**src/rtl/gpio_controller_irq.sv**
```systemverilog
// GPIO controller with Avalon-MM CSRs, input synchroniser,
// edge-detect status (W1C) and a registered level interrupt.
//
// Ports:
//   clk_i, rst_n_i          clock, async active-low reset
//   amm_address_i[2:0]      CSR word address
//   amm_write_i/_writedata  CSR write strobe and data
//   amm_read_i              CSR read strobe
//   amm_readdata_o          read data, valid 1 cycle after read
//   amm_readdatavalid_o     read data qualifier
//   amm_waitrequest_o       always 0
//   gpio_buf_i              asynchronous pad inputs
//   gpio_buf_oe_o           per-pin output enable
//   gpio_buf_data_o         per-pin output data
//   irq_o                   |(IRQ_STATUS & IRQ_MASK), registered
//
// Optional feature macro: GPIO_DEBOUNCE_EN adds a per-pin
// stability filter between the synchroniser and DATA_IN.

module gpio_controller_irq #(
    parameter int AMM_WIDTH       = 32,
    parameter int GPIO_WIDTH      = 16,
    parameter int SYNC_STAGES     = 2,
    parameter int DEBOUNCE_CYCLES = 1000
) (
    input  logic                  clk_i,
    input  logic                  rst_n_i,
    input  logic [2:0]            amm_address_i,
    input  logic                  amm_write_i,
    input  logic [AMM_WIDTH-1:0]  amm_writedata_i,
    input  logic                  amm_read_i,
    output logic [AMM_WIDTH-1:0]  amm_readdata_o,
    output logic                  amm_readdatavalid_o,
    output logic                  amm_waitrequest_o,
    input  logic [GPIO_WIDTH-1:0] gpio_buf_i,
    output logic [GPIO_WIDTH-1:0] gpio_buf_oe_o,
    output logic [GPIO_WIDTH-1:0] gpio_buf_data_o,
    output logic                  irq_o
);

    localparam int GW = GPIO_WIDTH;

    logic [GW-1:0] data_out_q;
    logic [GW-1:0] oe_q;
    logic [GW-1:0] rise_en_q;
    logic [GW-1:0] fall_en_q;
    logic [GW-1:0] mask_q;
    logic [GW-1:0] status_q;
    logic [GW-1:0] in_q;
    logic [GW-1:0] in_prev_q;
    logic [SYNC_STAGES-1:0][GW-1:0] sync_q;
    logic [GW-1:0] synced;
    logic [GW-1:0] wdata;
    logic [GW-1:0] clr;
    logic [GW-1:0] events;
    logic [GW-1:0] rd_mux;
    logic [AMM_WIDTH-1:0] rd_q;
    logic          rdv_q;
    logic          irq_q;

    // Upper write-data bits have no backing storage.
    logic unused_wd;
    assign unused_wd = ^amm_writedata_i;

    assign wdata  = amm_writedata_i[GW-1:0];
    assign synced = sync_q[SYNC_STAGES-1];

    always_ff @(posedge clk_i or negedge rst_n_i) begin
        if (!rst_n_i) begin
            sync_q <= '0;
        end else begin
            sync_q[0] <= gpio_buf_i;
            for (int i = 1; i < SYNC_STAGES; i++)
                sync_q[i] <= sync_q[i-1];
        end
    end

`ifdef GPIO_DEBOUNCE_EN
    localparam int CW = $clog2(DEBOUNCE_CYCLES + 1);
    localparam logic [CW-1:0] CNT_MAX = CW'(DEBOUNCE_CYCLES);

    logic [GW-1:0][CW-1:0] cnt_q;

    // A pin must disagree with in_q for DEBOUNCE_CYCLES
    // consecutive cycles before in_q follows it.
    always_ff @(posedge clk_i or negedge rst_n_i) begin
        if (!rst_n_i) begin
            cnt_q <= '0;
            in_q  <= '0;
        end else begin
            for (int i = 0; i < GW; i++) begin
                if (synced[i] == in_q[i]) begin
                    cnt_q[i] <= '0;
                end else if (cnt_q[i] == CNT_MAX) begin
                    in_q[i]  <= synced[i];
                    cnt_q[i] <= '0;
                end else begin
                    cnt_q[i] <= cnt_q[i] + 1'b1;
                end
            end
        end
    end
`else
    localparam int UNUSED_DC = DEBOUNCE_CYCLES;

    always_ff @(posedge clk_i or negedge rst_n_i) begin
        if (!rst_n_i) in_q <= '0;
        else          in_q <= synced;
    end
`endif

    assign clr = (amm_write_i && amm_address_i == 3'd6)
               ? wdata : '0;

    assign events = (in_q & ~in_prev_q & rise_en_q)
                  | (~in_q & in_prev_q & fall_en_q);

    always_comb begin
        rd_mux = '0;
        unique case (amm_address_i)
            3'd0: rd_mux = data_out_q;
            3'd1: rd_mux = oe_q;
            3'd2: rd_mux = in_q;
            3'd3: rd_mux = rise_en_q;
            3'd4: rd_mux = fall_en_q;
            3'd5: rd_mux = mask_q;
            3'd6: rd_mux = status_q;
            3'd7: rd_mux = '0;
        endcase
    end

    always_ff @(posedge clk_i or negedge rst_n_i) begin
        if (!rst_n_i) begin
            data_out_q <= '0;
            oe_q       <= '0;
            rise_en_q  <= '0;
            fall_en_q  <= '0;
            mask_q     <= '0;
            status_q   <= '0;
            in_prev_q  <= '0;
            rd_q       <= '0;
            rdv_q      <= 1'b0;
            irq_q      <= 1'b0;
        end else begin
            in_prev_q <= in_q;
            // Set beats clear so an event is never lost.
            status_q  <= (status_q & ~clr) | events;
            irq_q     <= |(status_q & mask_q);
            rdv_q     <= amm_read_i;
            if (amm_read_i)
                rd_q <= AMM_WIDTH'(rd_mux);
            if (amm_write_i) begin
                case (amm_address_i)
                    3'd0: data_out_q <= wdata;
                    3'd1: oe_q       <= wdata;
                    3'd3: rise_en_q  <= wdata;
                    3'd4: fall_en_q  <= wdata;
                    3'd5: mask_q     <= wdata;
                    3'd7: data_out_q <= data_out_q ^ wdata;
                    default: ;
                endcase
            end
        end
    end

    assign amm_readdata_o      = rd_q;
    assign amm_readdatavalid_o = rdv_q;
    assign amm_waitrequest_o   = 1'b0;
    assign gpio_buf_oe_o       = oe_q;
    assign gpio_buf_data_o     = data_out_q;
    assign irq_o               = irq_q;

endmodule

```
**config.mk**
```make
export PLATFORM = sky130hd
export DESIGN_NAME = gpio_controller_irq
export DESIGN_NICKNAME = d
export VERILOG_FILES = /design/src/rtl/gpio_controller_irq.sv
export SDC_FILE = /design/constraint.sdc
export NUM_CORES = 1
export LEC_CHECK = 0
export CAP_MARGIN = 15
export CORE_MARGIN = 4
export CORE_UTILIZATION = 57
export CTS_CLUSTER_SIZE = 12
export DETAILED_ROUTE_END_ITERATION = 16
export GPL_TIMING_DRIVEN = 0
export PLACE_DENSITY = 0.85
export SLEW_MARGIN = 20
export SYNTH_ARGS = -nofsm -noshare
export SYNTH_HDL_FRONTEND = slang
export SYNTH_SLANG_ARGS = --single-unit
```
**constraint.sdc**
```tcl
create_clock -name clk_i -period 3.47 [get_ports clk_i]
set_clock_uncertainty 0.2 [all_clocks]
set_input_delay 0.5205 -clock clk_i [delete_from_list [all_inputs] [get_ports clk_i]]
set_output_delay 0.5205 -clock clk_i [all_outputs]
set_load 0.01 [all_outputs]
```
==> results by group <==
Floorplan
  – Die width: 122 um
  – Core area: 0.0126 mm2
  – Die Y: 122 um
  – Die area: 0.0148 mm2
  – Starting Density: 0.583
  – # rows: 41
  – IO Pins: 122

GRT
  – First-pass GRT wire length: 29.4 mm
  – Pin count of the biggest net entering global routing: 107
  – Initial antenna violation count: 0
  – Grt ovf: 0
  – Total global-route track usage: 0.266
  – Vias in the first global route: 5610

Setup path
  – CP arrival: 2840 ps
  – Type of origin of the critical path: input port
  – Setup crit end kind: flop
  – Critical path class: in -> reg
  – Worst path required time: 3600 ps
  – Max FO, Critical Path: 10

Synthesis
  – Synth cell types: 41
  – Synthesized area per cell: 12.4 um2
  – Synth Flop Type: dfrtp_1
  – Post-Synthesis Cells: 593
  – Share of flip-flops with an asynchronous set or reset: 1.00
  – Seq/Total Area, Yosys: 0.605
  – Ys Warns: 0
  – Post-Syn Area: 0.00736 mm2
  – Number of synthesized flops with an enable pin: 0
  – Flops & latches, synth: 178

Outcome
  – Status: completed

Power and ir drop
  – Logic pwr share: 0.208
  – Switching share of power: 0.287
  – Sequential Power Share: 0.485
  – Peak supply drop: 0.436 mV
  – Pwr dens: 622 mW/mm2
  – Net switching power: 0.00162 W
  – Leakage: 3.88 nW
  – Internal power: 0.00402 W
  – Clock power frac: 0.307

Place
  – Setup WS pre-CTS: 452 ps
  – Number of port buffers: 87
  – Dpl hpwl: 12.5 mm
  – Area after DPL: 0.00854 mm2
  – GPL Wtd Cong: 0.912

Routing
  – Sum of routed wire segments on met1: 7.24 mm
  – DRC: 0
  – Detailed-route via count: 5407
  – Final WL: 18.7 mm
  – Avg WL per Cell: 20.8 um
  – Met2 wire len: 8.93 mm
  – Antenna Nets Post-Route: 0
  – DR iter-0 viols: 506
  – Highest routed layer: met4
  – Post-DR vias/cell: 5.99
  – Metal3 WL: 1.72 mm
  – Initial DRT Pass Iterations: 6

Flow run
  – Max Cap Viol: 0

STA
  – FMAX: 369 MHz
  – Final setup vio count: 0
  – Slew @ Worst Pin: 750 ps
  – Hold Fails Final Rpt: 0
  – Fin crit period: 2710 ps
  – Slew Limit Fails: 0
  – Rel. slew slack: 0.498
  – Unrepaired setup endpoints after global routing: false
  – Crit share post-route: 0.780
  – Worst setup margin: 763 ps

CTS
  – Clock Path Buffers: 2
  – Worst-Skew Late Latency: 440 ps
  – Htree depth: 4
  – Clock slew at reported path FFs: 60 ps
  – Post-CTS sizing: 0
  – Cts hold-fix bufs: 1
  – CTS Buf Count: 17
  – CTS tree: done
  – Root Buffer: clkbuf_16
  – Post-CTS Setup Bufs: 0
  – Clk sinks: 178

Finish
  – Layout cells sized above 1: 0.189
  – Most common cell after layout, fill and taps aside: dfrtp_1
  – Commonest non-fill, non-tap cells in the layout: 178 x dfrtp_1, 106 x nand2_1, 86 x clkdlybuf4s50_1
  – Fin nets: 772
  – Layout Utilization: 0.720
  – Final Cell Area: 0.00908 mm2
  – Syn-to-layout area delta: 23.4%
  – # diodes: 0

Min path
  – Hold Crit Class: reg -> reg
## path summary, 6_finish.rpt
| check | start | end | slack (ps) | cells after the start |
|---|---|---|---|---|
| setup / recovery | amm_address_i[2] | amm_readdata_o[4] | 760 | 8 |
| hold / removal | sync_q[1] | synced[1] | 140 | 0 |
| setup reg to reg | fall_en_q[13] | amm_readdata_o[13] | 1820 | 4 |
| hold reg to reg | sync_q[1] | synced[1] | 140 | 0 |
| max in group asynchronous | rst_n_i | sync_q[4] | 1760 | 3 |
| min in group asynchronous | rst_n_i | rise_en_q[7] | 440 | 2 |
## synthesized netlist by cell type, types with 2 or more instances
cell type	count	area, um2
a211oi_1	4	30.0
a21oi_1	10	50.1
a221oi_1	6	52.6
a22o_1	6	52.6
a41oi_1	8	70.1
and2_1	4	25.0
buf_2	14	70.1
buf_4	18	135
buf_6	5	56.3
clkbuf_1	10	37.5
dfrtp_1	178	4450
inv_1	6	22.5
mux2_1	2	22.5
mux2_2	62	698
mux2i_1	16	160
nand2_1	106	398
nand2b_1	3	18.8
nand3_1	3	15.0
nand3b_1	17	128
nand4_2	2	25.0
nor2_1	5	18.8
nor2b_1	15	93.8
nor3_1	3	15.0
nor3b_1	4	30.0
o211ai_1	18	135
o21ai_0	5	25.0
o221ai_1	12	105
o22ai_1	12	75.1
o2bb2ai_1	9	78.8
o32ai_1	4	35.0
xor2_1	16	140
## routing by layer
layer  vias to the layer above  GRT usage
li1                       2314          -
met1                      2702      0.341
met2                       318      0.406
met3                        73     0.0673
met4                         0      0.172
met5                         -          0
## cells by family after synthesis
group                     after synthesis  synth area share
AOI/OAI and AO/OA                      95            0.0989
xor gates and xnor gates               16            0.0190
buffers and inverters                  56            0.0454
DFF                                   178             0.605
muxes                                  80             0.120
other                                   1          0.000510
and+or+nand+nor                       167             0.111
## power groups by stage
stage	clock [W]	sequential [W]	combinational, W
floorplan	0	0.00275	0.000527
global placement	0	0.00274	0.00112
detailed placement	0	0.00276	0.00117
CTS	0.00174	0.00273	0.00118
global route	0.00184	0.00278	0.00127
finish	0.00173	0.00274	0.00117
## layout make-up
type	instances	area [um2]
Sequential cell	178	4450
Tap cell	172	215
Multi-Input combinational cell	375	2640
Inverter	7	26.3
Clock buffer	21	450
Buffer	49	308
Clock inverter	11	77.6
Timing Repair Buffer	89	913
Fill cell	889	3540
## stage by stage
step                hold slack [ps]  TNS, ps  power (W)  std cells
global route                    153        0    0.00589        902
CTS                             147        0    0.00566        902
floorplan                      24.9        0    0.00328        609
finish                          143        0    0.00565        902
global placement                131  -918770    0.00386        868
detailed placement              135        0    0.00393        869
## worst max-delay path, cell delays in order
cell and delay [ps]:
clkdlybuf4s50_1 510, buf_6 150, buf_2 280, nor3_1 100
nand2_1 150, clkbuf_1 600, o22ai_1 230, a41oi_1 300
(Power assumes the default switching activity.)
